File: src/rtl/lfsr_pkg.sv
// lfsr_pkg -- shared types and helpers for the lfsr_gen pattern generator.
//   lfsr_fsm_e : generator control states (SEEDED, RUN, RECOVER)
//   lfsr_step  : one Fibonacci shift; returns {next_state, shifted_out_bit}
//   lfsr_lock  : the lock-up state for a given polarity (all-ones XNOR, all-zeros XOR)
//   lfsr_subst : the state substituted for a lock-up (all-zeros XNOR, 1 XOR)
// All helpers work on 32-bit containers; callers keep state in the low 'width' bits.
package lfsr_pkg;

  typedef enum logic [1:0] {
    SEEDED  = 2'd0,
    RUN     = 2'd1,
    RECOVER = 2'd2
  } lfsr_fsm_e;

  function automatic logic [32:0] lfsr_step(input logic [31:0] st,
                                            input logic [31:0] taps,
                                            input logic        xn,
                                            input int unsigned width);
    logic        fb;
    logic [31:0] nxt;
    fb  = (^(st & taps)) ^ xn;
    nxt = (st >> 1) | ({31'b0, fb} << (width - 1));
    return {nxt, st[0]};
  endfunction

  function automatic logic [31:0] lfsr_lock(input int unsigned width, input logic xn);
    return xn ? (32'hFFFF_FFFF >> (32 - width)) : 32'h0;
  endfunction

  function automatic logic [31:0] lfsr_subst(input logic xn);
    return xn ? 32'h0 : 32'h1;
  endfunction

endpackage

File: src/rtl/lfsr_gen_if.sv
// lfsr_gen_if -- control/data bundle of the lfsr_gen generator.
//   ENABLE, LOAD, SEED_IN          : driven by the master (user)
//   OUTDATA, BIT_OUT, OUT_VALID,
//   LOCKUP_ERR                     : driven by the slave (lfsr_gen)
//   WRAP, PERIOD_CNT               : only present when LFSR_GEN_PERIOD_EN is defined
interface lfsr_gen_if #(
  parameter int unsigned WIDTH = 19,
  parameter int unsigned STEPS = 1
) ();
  logic             ENABLE;
  logic             LOAD;
  logic [WIDTH-1:0] SEED_IN;
  logic [WIDTH-1:0] OUTDATA;
  logic [STEPS-1:0] BIT_OUT;
  logic             OUT_VALID;
  logic             LOCKUP_ERR;
`ifdef LFSR_GEN_PERIOD_EN
  logic             WRAP;
  logic [WIDTH-1:0] PERIOD_CNT;

  modport master (output ENABLE, LOAD, SEED_IN,
                  input  OUTDATA, BIT_OUT, OUT_VALID, LOCKUP_ERR, WRAP, PERIOD_CNT);
  modport slave  (input  ENABLE, LOAD, SEED_IN,
                  output OUTDATA, BIT_OUT, OUT_VALID, LOCKUP_ERR, WRAP, PERIOD_CNT);
`else
  modport master (output ENABLE, LOAD, SEED_IN,
                  input  OUTDATA, BIT_OUT, OUT_VALID, LOCKUP_ERR);
  modport slave  (input  ENABLE, LOAD, SEED_IN,
                  output OUTDATA, BIT_OUT, OUT_VALID, LOCKUP_ERR);
`endif
endinterface

File: src/rtl/lfsr_step_net.sv
// lfsr_step_net -- combinational STEPS-deep unroll of lfsr_step.
//   cur_state  in  WIDTH  state before the advance
//   next_state out WIDTH  state after STEPS single-bit shifts
//   out_bits   out STEPS  out_bits[k] = state[0] before shift k
module lfsr_step_net import lfsr_pkg::*; #(
  parameter int unsigned      WIDTH = 19,
  parameter logic [WIDTH-1:0] TAPS  = WIDTH'(19'h40023),
  parameter bit               XNOR  = 1'b1,
  parameter int unsigned      STEPS = 1
) (
  input  logic [WIDTH-1:0] cur_state,
  output logic [WIDTH-1:0] next_state,
  output logic [STEPS-1:0] out_bits
);

  logic [31:0] s;
  logic [32:0] r;

  always_comb begin
    s        = 32'(cur_state);
    r        = '0;
    out_bits = '0;
    for (int unsigned k = 0; k < STEPS; k++) begin
      r           = lfsr_step(s, 32'(TAPS), XNOR, WIDTH);
      out_bits[k] = r[0];
      s           = r[32:1];
    end
    next_state = s[WIDTH-1:0];
  end

endmodule

File: src/rtl/lfsr_gen.sv
// lfsr_gen -- parametrised Fibonacci LFSR pattern generator.
//   CLOCK  in  rising-edge clock
//   RESET  in  synchronous, active-high reset (state <= SEED)
//   bus    lfsr_gen_if.slave: ENABLE/LOAD/SEED_IN in; OUTDATA, BIT_OUT,
//          OUT_VALID, LOCKUP_ERR (and WRAP, PERIOD_CNT) out
// Optional feature: define LFSR_GEN_PERIOD_EN to add the seed-reference register,
// the advance counter PERIOD_CNT and the WRAP pulse.
// Edge priority: RESET > LOAD > lock-up recovery > ENABLE.
module lfsr_gen import lfsr_pkg::*; #(
  parameter int unsigned      WIDTH = 19,
  parameter logic [WIDTH-1:0] TAPS  = WIDTH'(19'h40023),
  parameter bit               XNOR  = 1'b1,
  parameter int unsigned      STEPS = 1,
  parameter logic [WIDTH-1:0] SEED  = WIDTH'(1)
) (
  input logic       CLOCK,
  input logic       RESET,
  lfsr_gen_if.slave bus
);

  localparam logic [WIDTH-1:0] LOCK  = WIDTH'(lfsr_lock(WIDTH, XNOR));
  localparam logic [WIDTH-1:0] SUBST = WIDTH'(lfsr_subst(XNOR));

  lfsr_fsm_e        fsm_q, fsm_d, fsm_eff;
  logic [WIDTH-1:0] state_q, state_d, step_state;
  logic [STEPS-1:0] bits_q, bits_d, step_bits;
  logic             valid_q, valid_d;
  logic             err_q, err_d;
  logic             advance;
  logic             reseed;

  lfsr_step_net #(
    .WIDTH (WIDTH),
    .TAPS  (TAPS),
    .XNOR  (XNOR),
    .STEPS (STEPS)
  ) u_step (
    .cur_state  (state_q),
    .next_state (step_state),
    .out_bits   (step_bits)
  );

  always_ff @(posedge CLOCK) begin
    if (RESET) begin
      fsm_q   <= SEEDED;
      state_q <= SEED;
      bits_q  <= '0;
      valid_q <= 1'b0;
      err_q   <= 1'b0;
    end else begin
      fsm_q   <= fsm_d;
      state_q <= state_d;
      bits_q  <= bits_d;
      valid_q <= valid_d;
      err_q   <= err_d;
    end
  end

  // RECOVER is transient: it is entered whenever the held state is the lock
  // value, so the register itself only ever holds SEEDED or RUN.
  always_comb begin
    fsm_d   = fsm_q;
    state_d = state_q;
    bits_d  = bits_q;
    valid_d = valid_q;
    err_d   = err_q;
    advance = 1'b0;
    reseed  = 1'b0;
    fsm_eff = (state_q == LOCK) ? RECOVER : fsm_q;

    if (bus.LOAD) begin
      state_d = (bus.SEED_IN == LOCK) ? SUBST : bus.SEED_IN;
      err_d   = (bus.SEED_IN == LOCK);
      bits_d  = '0;
      valid_d = 1'b0;
      fsm_d   = SEEDED;
      reseed  = 1'b1;
    end else begin
      unique case (fsm_eff)
        RECOVER: begin
          state_d = SUBST;
          err_d   = 1'b1;
          bits_d  = '0;
          valid_d = 1'b0;
          fsm_d   = SEEDED;
          reseed  = 1'b1;
        end
        SEEDED: begin
          if (bus.ENABLE) begin
            state_d = step_state;
            bits_d  = step_bits;
            fsm_d   = RUN;
            advance = 1'b1;
          end
        end
        RUN: begin
          if (bus.ENABLE) begin
            state_d = step_state;
            bits_d  = step_bits;
            valid_d = 1'b1;
            advance = 1'b1;
          end
        end
        default: begin
          fsm_d = SEEDED;
        end
      endcase
    end
  end

  assign bus.OUTDATA    = state_q;
  assign bus.BIT_OUT    = bits_q;
  assign bus.OUT_VALID  = valid_q;
  assign bus.LOCKUP_ERR = err_q;

`ifdef LFSR_GEN_PERIOD_EN
  logic [WIDTH-1:0] ref_q;
  logic [WIDTH-1:0] cnt_q;
  logic             wrap_q;

  // Any reseed (LOAD or recovery) captures the new starting state as reference.
  always_ff @(posedge CLOCK) begin
    if (RESET) begin
      ref_q  <= SEED;
      cnt_q  <= '0;
      wrap_q <= 1'b0;
    end else begin
      wrap_q <= 1'b0;
      if (reseed) begin
        ref_q <= state_d;
        cnt_q <= '0;
      end else if (advance) begin
        cnt_q  <= cnt_q + WIDTH'(STEPS);
        wrap_q <= (state_d == ref_q);
      end
    end
  end

  assign bus.WRAP       = wrap_q;
  assign bus.PERIOD_CNT = cnt_q;
`else
  // Advance/reseed strobes only feed the period logic.
  logic unused_strobes;
  assign unused_strobes = advance ^ reseed;
`endif

endmodule

File: src/flat_wrapper.sv
// flat-port wrapper written by rule: the top's interface ports become plain ports
module lfsr_gen_flat import lfsr_pkg::*;
#(
  parameter int unsigned      WIDTH = 19,
  parameter logic [WIDTH-1:0] TAPS  = WIDTH'(19'h40023),
  parameter bit               XNOR  = 1'b1,
  parameter int unsigned      STEPS = 1,
  parameter logic [WIDTH-1:0] SEED  = WIDTH'(1)
)
  (CLOCK, RESET, bus_ENABLE, bus_LOAD, bus_SEED_IN, bus_OUTDATA, bus_BIT_OUT, bus_OUT_VALID, bus_LOCKUP_ERR);
  lfsr_gen_if #(.WIDTH(WIDTH), .STEPS(STEPS)) bus_i ();
  input logic CLOCK;
  input logic RESET;
  input wire logic [$bits(bus_i.ENABLE)-1:0] bus_ENABLE;
  input wire logic [$bits(bus_i.LOAD)-1:0] bus_LOAD;
  input wire logic [$bits(bus_i.SEED_IN)-1:0] bus_SEED_IN;
  output wire logic [$bits(bus_i.OUTDATA)-1:0] bus_OUTDATA;
  output wire logic [$bits(bus_i.BIT_OUT)-1:0] bus_BIT_OUT;
  output wire logic [$bits(bus_i.OUT_VALID)-1:0] bus_OUT_VALID;
  output wire logic [$bits(bus_i.LOCKUP_ERR)-1:0] bus_LOCKUP_ERR;
  assign bus_i.ENABLE = bus_ENABLE;
  assign bus_i.LOAD = bus_LOAD;
  assign bus_i.SEED_IN = bus_SEED_IN;
  assign bus_OUTDATA = bus_i.OUTDATA;
  assign bus_BIT_OUT = bus_i.BIT_OUT;
  assign bus_OUT_VALID = bus_i.OUT_VALID;
  assign bus_LOCKUP_ERR = bus_i.LOCKUP_ERR;
  lfsr_gen #(.WIDTH(WIDTH), .TAPS(TAPS), .XNOR(XNOR), .STEPS(STEPS), .SEED(SEED)) u_core (.CLOCK(CLOCK), .RESET(RESET), .bus(bus_i));
endmodule
File: config.mk
export PLATFORM = sky130hd
export DESIGN_NAME = lfsr_gen_flat
export DESIGN_NICKNAME = d
export VERILOG_FILES = /design/src/rtl/lfsr_pkg.sv /design/src/rtl/lfsr_gen_if.sv /design/src/rtl/lfsr_step_net.sv /design/src/rtl/lfsr_gen.sv /design/src/flat_wrapper.sv
export SDC_FILE = /design/constraint.sdc
export NUM_CORES = 1
export LEC_CHECK = 0
export ABC_AREA = 1
export BUFFER_PORTS_ARGS = -buffer_cell sky130_fd_sc_hd__buf_2
export CAP_MARGIN = 20
export CORE_MARGIN = 2
export CORE_UTILIZATION = 32
export DETAILED_ROUTE_END_ITERATION = 10
export PLACE_DENSITY = 0.59
export SLEW_MARGIN = 15
export SYNTH_ARGS = -nofsm -noshare
export SYNTH_HDL_FRONTEND = slang
export SYNTH_SLANG_ARGS = --single-unit
File: constraint.sdc
create_clock -name CLOCK -period 1.5 [get_ports CLOCK]
set_input_delay 0.225 -clock CLOCK [delete_from_list [all_inputs] [get_ports CLOCK]]
set_output_delay 0.225 -clock CLOCK [all_outputs]
set_load 0.02 [all_outputs]
# == Word-level counts from Yosys, hierarchy flattened ==
# Cells that the tools add are included.
# word_totals
reg_bits,24
in_bits,23
out_inout_bits,22
wordCells,41
# op_classes
eq_ne,8
muxes,13
bitwise_logic,3
n_reduce_logical,12
# ops
operator,count
$mux W19,3
$eq A19 B19 Y1 const B,2
$pmux W19 S2,1
$reduce_xor A32 Y1,1
$or A18 B19 Y19,1
$reduce_and A2 Y1,4
$reduce_bool A2 Y1,3
$mux W1,4
$mux W2,2
$ne A2 B2 Y1 const B,2
$pmux W1 S2,2
$pmux W2 S2,1
$reduce_or A2 Y1,2
$ne A3 B1 Y1 const B,1
$reduce_bool A3 Y1,1
$eq A2 B1 Y1 const B,1
$eq A2 B2 Y1 const B,1
$logic_not A2 Y1,1
$ne A2 B1 Y1 const B,1
$not A1 Y1,2

# == Longest topological paths before layout ==
# logic_depth
ltp_word,6
mapped_depth,10
ltp_nobuf,9

# == Cells and area by module ==
# Synthesis repeated with hierarchy kept, for this count alone.
# unflattened
hier_cells,279
hier_area_um2,1710.4
# modules_own_cells
module,instances,cells_per_inst,area_per_inst_um2,seq_area_each_um2
lfsr_gen,1,246,1515.2,460.4
lfsr_step_net,1,33,195.2,0.0

# == Least setup slack after synthesis ==
# OpenSTA, ideal clock, no wires.
# synth_path
path_type,register to register
start,"register u_core.state_q[1], in the netlist u_core.bus.OUTDATA[1]"
end,"register u_core.state_q[10], in the netlist u_core.bus.OUTDATA[10]"
arrival_ns,1.313
t_required_ns,1.438
path_slack_ns,0.125
path_stages_with_launch,10
path_buffers,2
path_cell_list,dfxtp_1 > ha_1 > nand3_1 > nor2_1 > nand2_1 > buf_6 > buf_6 > nand4_1 > nand2_1 > nor2_2
# synth_between
elab_chain_len,6
elab_cells_between_ends,11
classes_between,4 x eq/ne; 3 x mux; 4 x reduce/logical
# synth_rtl
item,line,text
"start, declared",lfsr_gen.sv:25,"logic [WIDTH-1:0] state_q, state_d, step_state;"
"start signal, assigned",lfsr_gen.sv:52,state_q <= state_d;
$eq A19 B19 Y1 (*),lfsr_gen.sv:69,fsm_eff = (state_q == LOCK) ? RECOVER : fsm_q;
$mux W2 (*),lfsr_gen.sv:69,
$eq A2 B1 Y1 or $logic_not A2 Y1 (tied branches),-,
$reduce_or A2 Y1 (no line),-,
$pmux W19 S2 (tied with other cells),lfsr_gen.sv:79,unique case (fsm_eff)
$mux W19 or $reduce_and A2 Y1 (tied branches),-,
# Every way passes the cells marked *; elsewhere a longest branch is shown, timed or not.
# A chain may end at the register's enable or synchronous reset.

# == Final worst setup path ==
# layout_path
start,"register u_core.state_q[1], in the netlist u_core.bus.OUTDATA[1]"
end,"register u_core.err_q, in the netlist u_core.bus.LOCKUP_ERR"
# layout_between
elab_chain_len,4
# layout_rtl
item,line,text
$eq A19 B19 Y1,lfsr_gen.sv:69,
$mux W2,lfsr_gen.sv:69,
$eq A2 B2 Y1,-,
$reduce_bool A2 Y1 (no line),-,
"end signal, assigned",lfsr_gen.sv:55,err_q <= err_d;
"end, declared",lfsr_gen.sv:28,"logic err_q, err_d;"
# Every way passes these cells.

==> results.rst <==
.. list-table::
   :header-rows: 1

   * - Metric
     - Value
   * - Antenna violations before repair
     - 0
   * - Worst hold stages
     - 2
   * - Share of total power consumed by net switching
     - 33.3%
   * - Power share of the clock group
     - 27.7%
   * - Count of nets left with antenna violations after detail routing
     - 0
   * - Cell area after synthesis
     - 1520 um2
   * - Core Rows
     - 25
   * - Mean area per synthesized cell
     - 5.90 um2
   * - Achievable clock frequency
     - 0.741 GHz
   * - Max Root-Sink Buffers
     - 2
   * - Endpoint class of the critical path
     - flop
   * - Number of placed I/O pins
     - 45
   * - Die width
     - 72.8 um
   * - Via count
     - 1693
   * - Root buffer selected by CTS
     - sky130_fd_sc_hd__clkbuf_8
   * - Distinct cells, synth
     - 18
   * - Routed via count divided by cell count
     - 4.80
   * - Layout cell share with drive strength beyond 1
     - 23.7%
   * - Maximum fanout count along the critical path
     - 7
   * - HP Start
     - RESET
   * - Post-detail-place hpwl
     - 2930 um
   * - Diodes inserted
     - 0
   * - Sum of overflow across all layers after global routing
     - 0
   * - Required time of the critical path
     - 1.67 ns
   * - Clock tree from TritonCTS
     - built
   * - Worst-margin pin slew
     - 0.241 ns
   * - Worst flop-to-flop path endpoint
     - u_core.bus.LOCKUP_ERR
   * - Final Hold Violating Endpoints
     - 0
   * - DR DRC count
     - 0
   * - Leading area contributor after synthesis
     - sky130_fd_sc_hd__dfxtp_1
   * - Max-cap check violation count
     - 0
   * - Post-detailed-routing wire length
     - 4160 um
   * - Syn. warnings
     - 0
   * - Worst R2R Start
     - u_core.bus.OUTDATA[1]
   * - Nets
     - 324
   * - TritonCTS buffer count
     - 3
   * - Core area
     - 4630 um2
   * - Worst path arrival time
     - 1.52 ns
   * - Clock Skew
     - 0.00173 ns
   * - Share of power burned in registers
     - 45.7%
   * - Post-CTS sizing
     - 0
   * - Count of buffers added by post-CTS timing repair for setup
     - 0
   * - Total count of max-transition violations in the final report
     - 0
   * - Worst max-slew margin expressed relative to the limit
     - 83.9%
   * - Part of the total power dissipated in combinational logic
     - 26.6%
   * - Number of optimization iterations in the first detailed-route pass
     - 4
   * - Total number of H-tree levels
     - 1
   * - Area share of the largest cell type after synthesis
     - 30.4%
   * - CTS sink cnt
     - 23
   * - Number of endpoints failing setup at the final stage
     - 0
   * - Drt initial violations
     - 152
   * - Number of synthesized register bits
     - 23
   * - Share of flip-flops with an asynchronous set or reset after synthesis
     - 0%
   * - Non-filler cells in the finished layout
     - 353
   * - Number of cell instances on the worst register-to-register path
     - 7
   * - Time the worst path needs with I/O delays and setup
     - 1.35 ns
   * - Layout-stage area growth over the synthesis result
     - 23.5%
   * - Per-cell routed wire length
     - 11.8 um
   * - RSZ-0062 raised after global routing
     - false
   * - Die height
     - 72.8 um
   * - Clock transition at the register clock pins on the worst setup and hold paths after CTS
     - 0.09 ns
   * - Maximum vdd drop
     - 0.318 mV
   * - Standby leakage power
     - 1.04 nW
   * - Synthesized netlist net count
     - 281
   * - Main area contributors after synthesis
     - sky130_fd_sc_hd__dfxtp_1, sky130_fd_sc_hd__nand2_1, sky130_fd_sc_hd__nand3_1
   * - Count of port buffers added during placement
     - 44
   * - Vias in the first global route
     - 1536
   * - Hold-fix buffers at CTS
     - 0
   * - GRT Util Overall
     - 16.4%
   * - Largest net degree at the start of global routing
     - 41
   * - Flop2flop setup slack
     - 0.15 ns
   * - Net Sw Power
     - 0.000497 W
   * - Placed Cells
     - 349
   * - Class of the worst hold path
     - in -> reg
   * - Synthesized netlist cell count
     - 257
   * - First-pass GRT wire length
     - 7000 um
   * - Hold endpoint
     - u_core.fsm_q[0]
   * - Placer's final routability congestion estimate
     - 0.783
   * - Internal Power
     - 0.000993 W
   * - Portion of the post-synthesis area used by sequential elements
     - 30.4%
   * - Worst-Skew Late Latency
     - 0.27 ns
   * - Start-to-end type of the worst setup path
     - reg -> reg
   * - Run status
     - complete, no violations
   * - Fin crit share
     - 90.0%
   * - Areal power density over the cells
     - 797 nW/um2
   * - Critical Path Source Type
     - flop
   * - Floorplan die area
     - 5300 um2
   * - Post-synth EDFFs
     - 0
   * - Initial Util
     - 32.7%
   * - Prevailing post-synth register cell
     - sky130_fd_sc_hd__dfxtp_1
   * - Setup_tns
     - 0 ns
==> critical path: stages (launching register included) <==
cell	delay (ns)
sky130_fd_sc_hd__dfxtp_1	0.33
sky130_fd_sc_hd__ha_1	0.19
sky130_fd_sc_hd__nand3_1	0.09
sky130_fd_sc_hd__nor2_1	0.04
sky130_fd_sc_hd__nand2_1	0.12
sky130_fd_sc_hd__buf_4	0.17
sky130_fd_sc_hd__nand2_1	0.11
sky130_fd_sc_hd__o21a_1	0.19
==> kinds of logic after synthesis <==
group	after synthesis	synth area share, %
and+or+nand+nor	169	50.8
buffers and inverters	60	16.5
DFF	23	30.4
AOI/OAI and AO/OA	4	1.49
adders and majority gates	1	0.826
==> Yosys cell counts (2+ instances only) <==
master and number:
sky130_fd_sc_hd__nor3_1 2, sky130_fd_sc_hd__nor2_2 8, sky130_fd_sc_hd__inv_1 41, sky130_fd_sc_hd__clkbuf_1 7
sky130_fd_sc_hd__buf_2 5, sky130_fd_sc_hd__nand3_1 44, sky130_fd_sc_hd__nand2_1 73, sky130_fd_sc_hd__buf_1 3
sky130_fd_sc_hd__nand4_1 22, sky130_fd_sc_hd__a21oi_1 3, sky130_fd_sc_hd__buf_6 2, sky130_fd_sc_hd__nor2_1 19
sky130_fd_sc_hd__dfxtp_1 23
==> layout by cell type (no fill, tap or decap), drive strengths merged <==
| cell type | synthesis | routed |
|---|---|---|
| nand2 | 73 | 73 |
| buf | 11 | 56 |
| nand3 | 44 | 44 |
| inv | 41 | 41 |
| nor2 | 27 | 27 |
| dfxtp | 23 | 23 |
| nand4 | 22 | 22 |
| a21oi | 3 | 3 |
| clkbuf | 7 | 3 |
| nor3 | 2 | 2 |
| clkinv | 1 | 1 |
| o21a | 1 | 1 |
| nor4 | 1 | 1 |
| ha | 1 | 1 |
| clkinvlp | 0 | 1 |
==> worst max-delay path by stage <==
stage | start | end | slack (ns) | cells after the start
after floorplan | u_core.bus.OUTDATA[1] | u_core.bus.OUTDATA[10] | 0.13 | 9
after global placement | u_core.bus.OUTDATA[15] | u_core.bus.OUTDATA[1] | 0.09 | 10
after detailed placement | u_core.bus.OUTDATA[15] | u_core.bus.OUTDATA[1] | 0.07 | 10
after CTS | u_core.bus.OUTDATA[15] | u_core.bus.OUTDATA[1] | 0.06 | 10
after global routing | u_core.bus.OUTDATA[4] | u_core.bus.OUTDATA[16] | 0.02 | 10
final | u_core.bus.OUTDATA[1] | u_core.bus.LOCKUP_ERR | 0.15 | 7
==> layout make-up <==
cell class	instances	area [um2]
Inverter	42	158
Fill cell	511	2760
Multi-Input combinational cell	174	807
Sequential cell	23	463
Tap cell	54	67.6
Clock inverter	1	7.51
Clock buffer	3	41.3
Timing Repair Buffer	56	327
==> state kept, by name, summed over array words and instances (netlist names) <==
register,flops
u_core.bus.LOCKUP_ERR,1
u_core.fsm_q,1
u_core.bus.OUTDATA,19
u_core.bus.OUT_VALID,1
u_core.bus.BIT_OUT,1
==> routing by layer <==
metal	share of wire, %	track usage (%)	vias to the layer above
met5	0	0	-
met4	0.63	3.91	0
met3	4.6	2.49	2
met2	47	27.2	37
met1	48	22.4	756
li1	-	-	898
==> power by group through the flow <==
stage / Combinational, W / Clock [W] / Sequential, W
after floorplan: 0.000218 / 0 / 0.000739
after global placement: 0.000395 / 0 / 0.000695
after detailed placement: 0.000397 / 0 / 0.000695
after CTS: 0.000398 / 0.000437 / 0.000682
after global routing: 0.000449 / 0.000450 / 0.000689
final: 0.000397 / 0.000413 / 0.000681
==> metrics by stage <==
step	power [W]	setup slack (ns)	hold slack [ns]	utilization, %	cell area, um2
floorplan	0.000957	0.125	0.304	-	1520
global placement	0.00109	0.0850	0.455	39.2	1810
detailed placement	0.00109	0.0709	0.465	39.2	1810
CTS	0.00152	0.0614	0.167	40.2	1860
global route	0.00159	0.0235	0.187	40.4	1870
finish	0.00149	0.151	0.176	40.4	1870
No activity file was read; power rests on OpenSTA's default activity.
